$ cat config.mk
export PLATFORM = sky130hd
export DESIGN_NAME = parking_zone_tracker
export DESIGN_NICKNAME = d
export VERILOG_FILES = /design/src/rtl/parking_zone_tracker_pkg.sv /design/src/rtl/zone_slot_counter.sv /design/src/rtl/parking_zone_tracker.sv
export SDC_FILE = /design/constraint.sdc
export NUM_CORES = 1
export LEC_CHECK = 0
export CORE_MARGIN = 5
export CORE_UTILIZATION = 52
export CTS_CLUSTER_DIAMETER = 30
export DETAILED_ROUTE_END_ITERATION = 12
export HOLD_SLACK_MARGIN = 0.15
export PLACE_DENSITY_LB_ADDON = 0.25
export SYNTH_ARGS = -nofsm -noshare
export SYNTH_HDL_FRONTEND = slang
export SYNTH_SLANG_ARGS = --single-unit
$ cat constraint.sdc
create_clock -name clk -period 3.2 [get_ports clk]
set_input_delay 0.96 -clock clk [delete_from_list [all_inputs] [get_ports clk]]
set_output_delay 0.96 -clock clk [all_outputs]
set_load 0.1 [all_outputs]
$ cat src/rtl/parking_zone_tracker_pkg.sv
// Shared types for the parking zone tracker: zone index and gate FSM encoding.
package parking_pkg;
  localparam int NUM_ZONES = 4;

  typedef logic [1:0] zone_t;

  typedef enum logic {
    GATE_IDLE = 1'b0,
    GATE_OPEN = 1'b1
  } gate_state_t;
endpackage

$ cat src/rtl/zone_slot_counter.sv
// Free-space counter for one zone: saturates at CAPACITY, never wraps below 0.
module zone_slot_counter
  import parking_pkg::*;
#(
  parameter int CAPACITY = 4
) (
  input  logic       clk,
  input  logic       reset,
  input  logic       inc,
  input  logic       dec,
  output logic [2:0] count,
  output logic       full
);

  // A simultaneous inc and dec cancel, leaving the count unchanged.
  always_ff @(posedge clk) begin
    if (reset) begin
      count <= 3'(CAPACITY);
    end else if (inc && !dec && (count != 3'(CAPACITY))) begin
      count <= count + 3'd1;
    end else if (dec && !inc && (count != 3'd0)) begin
      count <= count - 3'd1;
    end
  end

  assign full = (count == 3'd0);

endmodule

$ cat src/rtl/parking_zone_tracker.sv
// Entry-gate handshake and per-zone free-space tracking feeding the display digits.
module parking_zone_tracker
  import parking_pkg::*;
#(
  parameter int CAPACITY     = 4,
  parameter int GATE_TIMEOUT = 1000
) (
  input  logic       clk,
  input  logic       reset,
  input  logic       entry_sensor,
  input  logic [1:0] entry_zone,
  input  logic       gate_passed,
  input  logic       exit_pulse,
  input  logic [1:0] exit_zone,
  output logic       gate_open,
  output logic       reject,
  output logic [3:0] digit_0,
  output logic [3:0] digit_1,
  output logic [3:0] digit_2,
  output logic [3:0] digit_3,
  output logic [3:0] zone_full
);

  localparam int TW = $clog2(GATE_TIMEOUT);

  gate_state_t          state, state_next;
  logic [TW-1:0]        timer, timer_next;
  zone_t                held_zone, held_next;
  logic                 entry_sensor_d;
  logic                 req;
  logic                 reject_next;
  logic [NUM_ZONES-1:0] inc, dec, full;
  logic [2:0]           count [NUM_ZONES];

  // Edge register resets high so a sensor already covered at release is not a request.
  assign req = entry_sensor & ~entry_sensor_d;

  always_ff @(posedge clk) begin
    if (reset) begin
      state          <= GATE_IDLE;
      timer          <= '0;
      held_zone      <= '0;
      reject         <= 1'b0;
      entry_sensor_d <= 1'b1;
    end else begin
      state          <= state_next;
      timer          <= timer_next;
      held_zone      <= held_next;
      reject         <= reject_next;
      entry_sensor_d <= entry_sensor;
    end
  end

  always_comb begin
    state_next  = state;
    timer_next  = timer;
    held_next   = held_zone;
    reject_next = 1'b0;
    dec         = '0;
    case (state)
      GATE_IDLE: begin
        if (req) begin
          if (full[entry_zone]) begin
            reject_next = 1'b1;
          end else begin
            held_next  = entry_zone;
            timer_next = '0;
            state_next = GATE_OPEN;
          end
        end
      end
      GATE_OPEN: begin
        timer_next = timer + 1'b1;
        if (req) reject_next = 1'b1;
        // Passage wins over a timeout expiring in the same cycle.
        if (gate_passed) begin
          dec[held_zone] = 1'b1;
          state_next     = GATE_IDLE;
        end else if (timer == TW'(GATE_TIMEOUT - 1)) begin
          state_next = GATE_IDLE;
        end
      end
      default: state_next = GATE_IDLE;
    endcase
  end

  always_comb begin
    inc = '0;
    if (exit_pulse) inc[exit_zone] = 1'b1;
  end

  for (genvar z = 0; z < NUM_ZONES; z++) begin : g_zone
    zone_slot_counter #(
      .CAPACITY(CAPACITY)
    ) u_counter (
      .clk  (clk),
      .reset(reset),
      .inc  (inc[z]),
      .dec  (dec[z]),
      .count(count[z]),
      .full (full[z])
    );
  end

  assign gate_open = (state == GATE_OPEN);
  assign digit_0   = {1'b0, count[0]};
  assign digit_1   = {1'b0, count[1]};
  assign digit_2   = {1'b0, count[2]};
  assign digit_3   = {1'b0, count[3]};
  assign zone_full = full;

endmodule

==> results of run 1 <==
==> routing by layer <==
layer | track usage [%] | part of all wire, % | vias up
li1 | - | - | 769
met1 | 21.5 | 45 | 765
met2 | 31.1 | 50 | 34
met3 | 2.83 | 3.6 | 4
met4 | 6.08 | 0.90 | 0
met5 | 0 | 0 | -
==> worst min-delay path, delay by kind of cell, from the launching register on <==
family | cells | cell delay (ps)
flip-flops | 1 | 380
AND/OR/NAND/NOR | 1 | 70
multiplexers | 1 | 60
==> cell type report <==
cell class	count	area, sq um
Inverter	3	11.3
Fill cell	287	1270
Clock inverter	1	7.51
Sequential cell	27	541
Tap cell	46	57.6
Timing Repair Buffer	36	290
Multi-Input combinational cell	155	1090
Clock buffer	3	22.5
==> cell usage in the layout, fill, tap and decap left out, drive strengths merged, types with 8 or more instances in the layout <==
cell / instances
xnor2: 8
dfxtp: 27
nand2: 18
clkdlybuf4s50: 8
buf: 28
nand3: 8
nor2: 12
nor3: 11
o21ai: 13
==> registers in the layout, indices dropped and copies added (netlist names) <==
signal / count
g_zone.u_counter.count: 12
gate_open: 1
held_zone: 2
reject: 1
timer: 10
entry_sensor_d: 1
==> kinds of logic after synthesis <==
kind of cell	count (synthesis)	synth area share, %
compound gates	43	17.3
flops	27	31.2
mux	7	4.84
fa+ha+maj	5	5.35
simple gates	84	28.3
buf+inv	19	6.65
other cells	1	0.217
xor+xnor	12	6.07
==> how the worst min path moves through the flow <==
stage	cells past startpoint	start	to
5_1_grt	2	held_zone[1]	held_zone[1]
2_1_floorplan	2	held_zone[1]	held_zone[1]
3_5_place_dp	2	held_zone[1]	held_zone[1]
4_1_cts	2	held_zone[1]	held_zone[1]
3_3_place_gp	2	timer[9]	timer[9]
6_report	2	held_zone[1]	held_zone[1]
==> per-stage QoR <==
| step | worst slack [ps] | total power, uW | cells |
|---|---|---|---|
| floorplan | 544 | 456 | 201 |
| global placement | 112 | 483 | 267 |
| detailed placement | 15.5 | 487 | 267 |
| CTS | 373 | 641 | 271 |
| global route | 278 | 665 | 271 |
| finish | 344 | 634 | 271 |
==> report_power, final <==
part | internal (uW) | switching, uW
sequential | 342 | 11.0
clock | 47.7 | 106
combinational | 39.1 | 88.0
==> results by group, run 1 <==
Clocking
  • Clk root buf: clkbuf_4
  • Insertion delay to the later sink of the worst-skew pair: about 330 ps
  • CTS H-tree depth: 1
  • Clock Tree Buf Depth: 2
  • CTS Buf Count: 3
  • Hold_buf cts: 0
  • CTS-repair resized insts: 0
  • CTS tree: done
  • Clock tree sinks: 27
  • Clock-pin slew of the registers on the worst-case setup and hold paths: between 150 and 200 ps
  • Post-CTS Setup Bufs: 0

Routing
  • Drt wl/cell: 14.0 microns
  • Pre-antenna DRT Iters: 4
  • Antenna Nets Post-Route: 0
  • Via/cell ratio: roughly 5.8
  • Vias: 1,572
  • WL final: around 3.8 mm
  • Initial DRC count: approximately 210
  • Remaining DRCs: 0

Yosys
  • Cell with the most instances after synthesis: dfxtp_1
  • Top cell type's share of synthesized area: 31.2%
  • Cell Area, Synth: between 1500 and 2000 sq um
  • Mean Syn Cell Area: 8.74 sq um
  • EDFF count, synth: 0
  • Yosys cell types: slightly below 60
  • Top cells by area, synth: dfxtp_1 (31%), fa_1 (4.6%), xnor2_1 (4.0%)
  • Syn Inst Count: 198
  • Async set-reset flop share out of synthesis: 0%
  • Most used DFF post-synth: dfxtp_1
  • Warnings from Yosys: 0
  • Sequential element share of the synthesized area: roughly 31%
  • Top cells by count, synth: dfxtp_1 (27), nand2_1 (18), o21ai_0 (13), nor2_1 (12), buf_4 (9)
  • Number of synthesized register bits: 27
  • Area leader, netlist: dfxtp_1

STA
  • Final Hold Fails: 0
  • Worst Tran Pin Value: 537 ps
  • Fin. max-slew vios: 0
  • Fmax: ~350 MHz
  • Final hold slack: roughly 530 ps
  • Setup violators final: 0
  • Fin crit period: about 2900 ps
  • Setup_tns: 0 ps
  • RSZ-0062 raised after global routing: no
  • Part of the cycle the worst path needs: between 80 and 90%
  • Clk_skew: around 12 ps
  • Slew headroom: about 64%

Cells and area
  • Synth-to-layout area growth: 16.5%
  • Layout cells sized above 1: between 20% and 30%
  • Nets@finish: 240
  • Core Util, Final: 61.4%
  • Design Area, Final: 2020 sq um
  • ANT cells: 0

Worst setup path
  • Crit path buf inv count: 2
  • Setup crit start: gate_passed
  • R2r setup slk: about 870 ps
  • CP max stage cell: clkdlybuf4s50_1
  • Arr. time, crit path: ~3100 ps
  • Critical Path RT: 3450 ps
  • Critical Path Source Type: primary input
  • R2R cell count: 8
  • CP Depth: 9
  • Worst path top cell family by delay: compound AO/OA/AOI/OAI gates
  • Worst-path cell chain: clkdlybuf4s50_1 -> nand4b_1 -> or3b_1 -> a21o_1 -> fa_1 -> inv_1 -> o21ai_0 -> o221a_2 -> a31oi_1
  • Crit path to: g_zone[2].u_counter.count[2]
  • WS Path Type: in2reg
  • CP endpoint kind: flop
  • RR Endpoint: g_zone[2].u_counter.count[2]
  • Worst R2R Start: gate_open
  • CP peak stage delay: between 400 and 500 ps
  • Max FO, Critical Path: 4

Global routing
  • Vias in the first global route: 1,485
  • Overall routing resource usage: roughly 18%
  • Global route overflow: 0
  • Largest net degree at the start of global routing: 24
  • Initial antenna violation count: 0
  • Global-route wire length before repair: 6.33 mm

Floorplan
  • Die Y: about 68 microns
  • Initial Utilization: between 50% and 60%
  • CORE AREA: roughly 3300 sq um
  • Top-level I/O count: 31
  • Rows: 21
  • Die Area: between 4000 and 5000 sq um
  • Die width: slightly below 70 microns

Outcome
  • Status: finished clean

Placed design
  • Gp weighted congestion: between 0.8 and 0.9
  • PortBufs: 26
  • DP Area: approximately 2000 sq um
  • HPWL after DPL: 2.88 mm

Power
  • Maximum VDD drop: approximately 160 uV
  • Leakage power figure: ~0.00073 uW
  • Pwr/cell area: between 300 and 400 nW/um^2

Job
  • Max_cap viols: 0

Min path
  • Worst Hold Class: reg2reg
Power figures use the tool's default switching activity.
==> inputs of run 2 (changes only) <==
--- a/config.mk
+++ b/config.mk
@@ -6,7 +6,7 @@
 export NUM_CORES = 1
 export LEC_CHECK = 0
 export CORE_MARGIN = 5
-export CORE_UTILIZATION = 52
+export CORE_UTILIZATION = 42
 export CTS_CLUSTER_DIAMETER = 30
 export DETAILED_ROUTE_END_ITERATION = 12
 export HOLD_SLACK_MARGIN = 0.15
==> run 2 against run 1 <==
Sequential share of layout area is 0.38 points lower. Highest routed layer unchanged. Count of clock-buffer cells in the layout stayed put. Sequential power hardly changed. Maximum frequency is 0.97% higher. Clock skew is 7.3 ps lower.
==> results by group, run 2 (same netlist as run 1, synthesis figures left out) <==
Outcome
  • Status: finished clean

Global routing
  • Overall routing resource usage: 14.2% (-3.4 points)
  • Largest net degree at the start of global routing: 24 (unchanged)
  • Vias in the first global route: 1,416 (-4.6%)
  • Met2 GRT Util: 23.1% (-8.0 points)
  • M1 GR Usage: 19.6% (-1.9 points)
  • Most used routing layer: met2
  • GR Util met3: 2.43% (-0.40 points)
  • Global-route wire length before repair: 6.28 mm (-0.76%)
  • Global route overflow: 0 (unchanged)
  • Initial antenna violation count: 0 (unchanged)

STA
  • Setup violators final: 0 (unchanged)
  • Clk_skew: 5.10 ps (-7.27 ps)
  • Part of the cycle the worst path needs: 88.4% (-0.86 points)
  • Final Hold Fails: 0 (unchanged)
  • Fin crit period: 2830 ps (-27.5 ps)
  • Fmax: 354 MHz (+0.97%)
  • Fin. max-slew vios: 0 (unchanged)
  • Worst Tran Pin Value: 508 ps (-28.9 ps)
  • Setup_tns: 0 ps (unchanged)
  • Slew headroom: 66.1% (+1.9 points)
  • RSZ-0062 raised after global routing: no

Floorplan
  • Die width: 74.2 microns (+9.6%)
  • Die Y: 74.2 microns (+9.6%)
  • Initial Utilization: 43.3% (-9.4 points)
  • Die Area: 5500 sq um (+20%)
  • CORE AREA: 4000 sq um (+22%)
  • Top-level I/O count: 31 (unchanged)
  • Rows: 23 (+9.5%)

Routing
  • Pre-antenna DRT Iters: 4 (unchanged)
  • Remaining DRCs: 0 (unchanged)
  • Initial DRC count: 101 (-51%)
  • Vias: 1,514 (-3.7%)
  • Drt wl/cell: 13.0 microns (-6.9%)
  • Via/cell ratio: 5.49 (-5.4%)
  • WL final: 3.60 mm (-5.2%)
  • Antenna Nets Post-Route: 0 (unchanged)

Min path
  • Hold endpoint: timer[9]
  • Worst Hold Depth: 2 (unchanged)
  • Hold Crit Start: timer[9]
  • Worst Hold Class: reg2reg

Clocking
  • CTS Buf Count: 3 (unchanged)
  • Clock Tree Buf Depth: 2 (unchanged)
  • CTS H-tree depth: 1 (unchanged)
  • Clock tree sinks: 27 (unchanged)
  • Clock-pin slew of the registers on the worst-case setup and hold paths: 90 ps (-70 ps)
  • Post-CTS Setup Bufs: 0 (unchanged)
  • Hold_buf cts: 0 (unchanged)
  • Insertion delay to the later sink of the worst-skew pair: 270 ps (-60 ps)
  • Clk root buf: clkbuf_8
  • CTS tree: done
  • CTS-repair resized insts: 0 (unchanged)

Cells and area
  • Largest regs: g_zone.u_counter.count (12), timer (10), held_zone (2)
  • Largest register by flop count: g_zone.u_counter.count
  • Nets@finish: 241 (+0.42%)
  • ANT cells: 0 (unchanged)
  • Synth-to-layout area growth: 18.1%
  • Design Area, Final: 2040 sq um (+1.4%)
  • Commonest non-fill, non-tap cell in the layout: buf_4
  • Most frequent cells in the layout: buf_4 (29), dfxtp_1 (27), nand2_1 (18), o21ai_0 (13), nor2_1 (12)
  • Layout cells sized above 1: 20.4% (+0.35 points)
  • Core Util, Final: 51.1% (-10 points)
  • Max reg flops: 12 (unchanged)

Worst setup path
  • Critical Path Source Type: primary input
  • Worst R2R Start: gate_open
  • RR Endpoint: g_zone[2].u_counter.count[2]
  • Max FO, Critical Path: 5 (+1)
  • CP max stage cell: clkdlybuf4s50_1
  • Worst-path cell chain: clkdlybuf4s50_1 -> and3b_1 -> nand2_1 -> a21o_2 -> fa_1 -> or3_1 -> a21boi_0 -> o21ai_0
  • R2R cell count: 8 (unchanged)
  • CP endpoint kind: flop
  • CP peak stage delay: 540 ps (+80 ps)
  • Arr. time, crit path: 2980 ps (-130 ps)
  • WS Path Type: in2reg
  • R2r setup slk: 1010 ps (+140 ps)
  • Critical Path RT: 3350 ps (-100 ps)

Placed design
  • DP Area: 2000 sq um (+0.63%)
  • Gp weighted congestion: 0.866 (+3.8%)
  • HPWL after DPL: 2.72 mm (-5.7%)
  • PortBufs: 26 (unchanged)

Power
  • Sw Pwr: 208 uW (+1.7%)
  • Comb pwr share: 18.6% (-1.4 points)
  • Pwr/cell area: 331 nW/um^2 (+5.2%)
  • Maximum VDD drop: 144 uV (-8.6%)
  • Proportion of power drawn by flip-flops and latches: 52.1% (-3.6 points)
  • Tot Pwr: 676 uW (+6.7%)
  • Leakage power figure: 0.000749 uW (+2.1%)
  • P_int: 468 uW (+9.1%)
  • Clk pwr share: 29.3% (+5.1 points)
  • Sw Ratio: 30.8% (-1.5 points)

Job
  • Max_cap viols: 0 (unchanged)
[run 2: power by group through the flow]
stage / Clock (uW) / Combinational [uW] / Sequential (uW)
3_5_place_dp: 0 / 126 / 360
3_3_place_gp: 0 / 126 / 360
6_report: 198 / 126 / 352
4_1_cts: 203 / 126 / 353
2_1_floorplan: 0 / 72.8 / 383
5_1_grt: 214 / 135 / 355
[run 2: critical path: cells and delay by family]
kind,cells,cell delay (ps)
and+or+nand+nor,3,640
adders and majority gates,1,380
AOI/OAI and AO/OA,3,460
buffers and inverters,1,540
[run 2: area by class of cell]
type	instances	area, sq um
clock inverter	1	5.00
multi-input combinational	155	1090
timing repair buffer	37	298
clock buffer	3	41.3
sequential	27	541
inverter	3	11.3
tap	50	62.6
fill	392	1960
[run 2: layer usage]
metal | vias to the layer above | part of all wire, % | wire [microns]
li1 | 770 | - | -
met1 | 717 | 48 | 1730
met2 | 23 | 47 | 1700
met3 | 4 | 4.0 | 144
met4 | 0 | 0.75 | 27
met5 | - | 0 | 0
[run 2: worst max path at each step]
stage                      start                           end  slack, ps
floorplan           exit_zone[1]  g_zone[1].u_counter.count[2]        540
global placement    exit_zone[0]  g_zone[1].u_counter.count[2]        100
detailed placement  exit_zone[0]  g_zone[1].u_counter.count[2]         50
CTS                 exit_zone[0]  g_zone[1].u_counter.count[2]        340
global route        exit_zone[1]  g_zone[2].u_counter.count[2]        210
finish              exit_zone[0]  g_zone[1].u_counter.count[2]        370
[run 2: per-stage QoR]
stage,setup WS (ps),hold WS (ps),cells
floorplan,544,465,201
global placement,101,490,272
detailed placement,48.9,497,272
CTS,339,514,276
global route,212,556,276
finish,372,514,276
==> inputs of run 3 (changes only) <==
--- a/config.mk
+++ b/config.mk
@@ -9,6 +9,7 @@
 export CORE_UTILIZATION = 42
 export CTS_CLUSTER_DIAMETER = 30
 export DETAILED_ROUTE_END_ITERATION = 12
+export GPL_ROUTABILITY_DRIVEN = 0
 export HOLD_SLACK_MARGIN = 0.15
 export PLACE_DENSITY_LB_ADDON = 0.25
 export SYNTH_ARGS = -nofsm -noshare
==> results of run 3 <==
No change in the layout: final DEF, timing and power equal those of run 2.
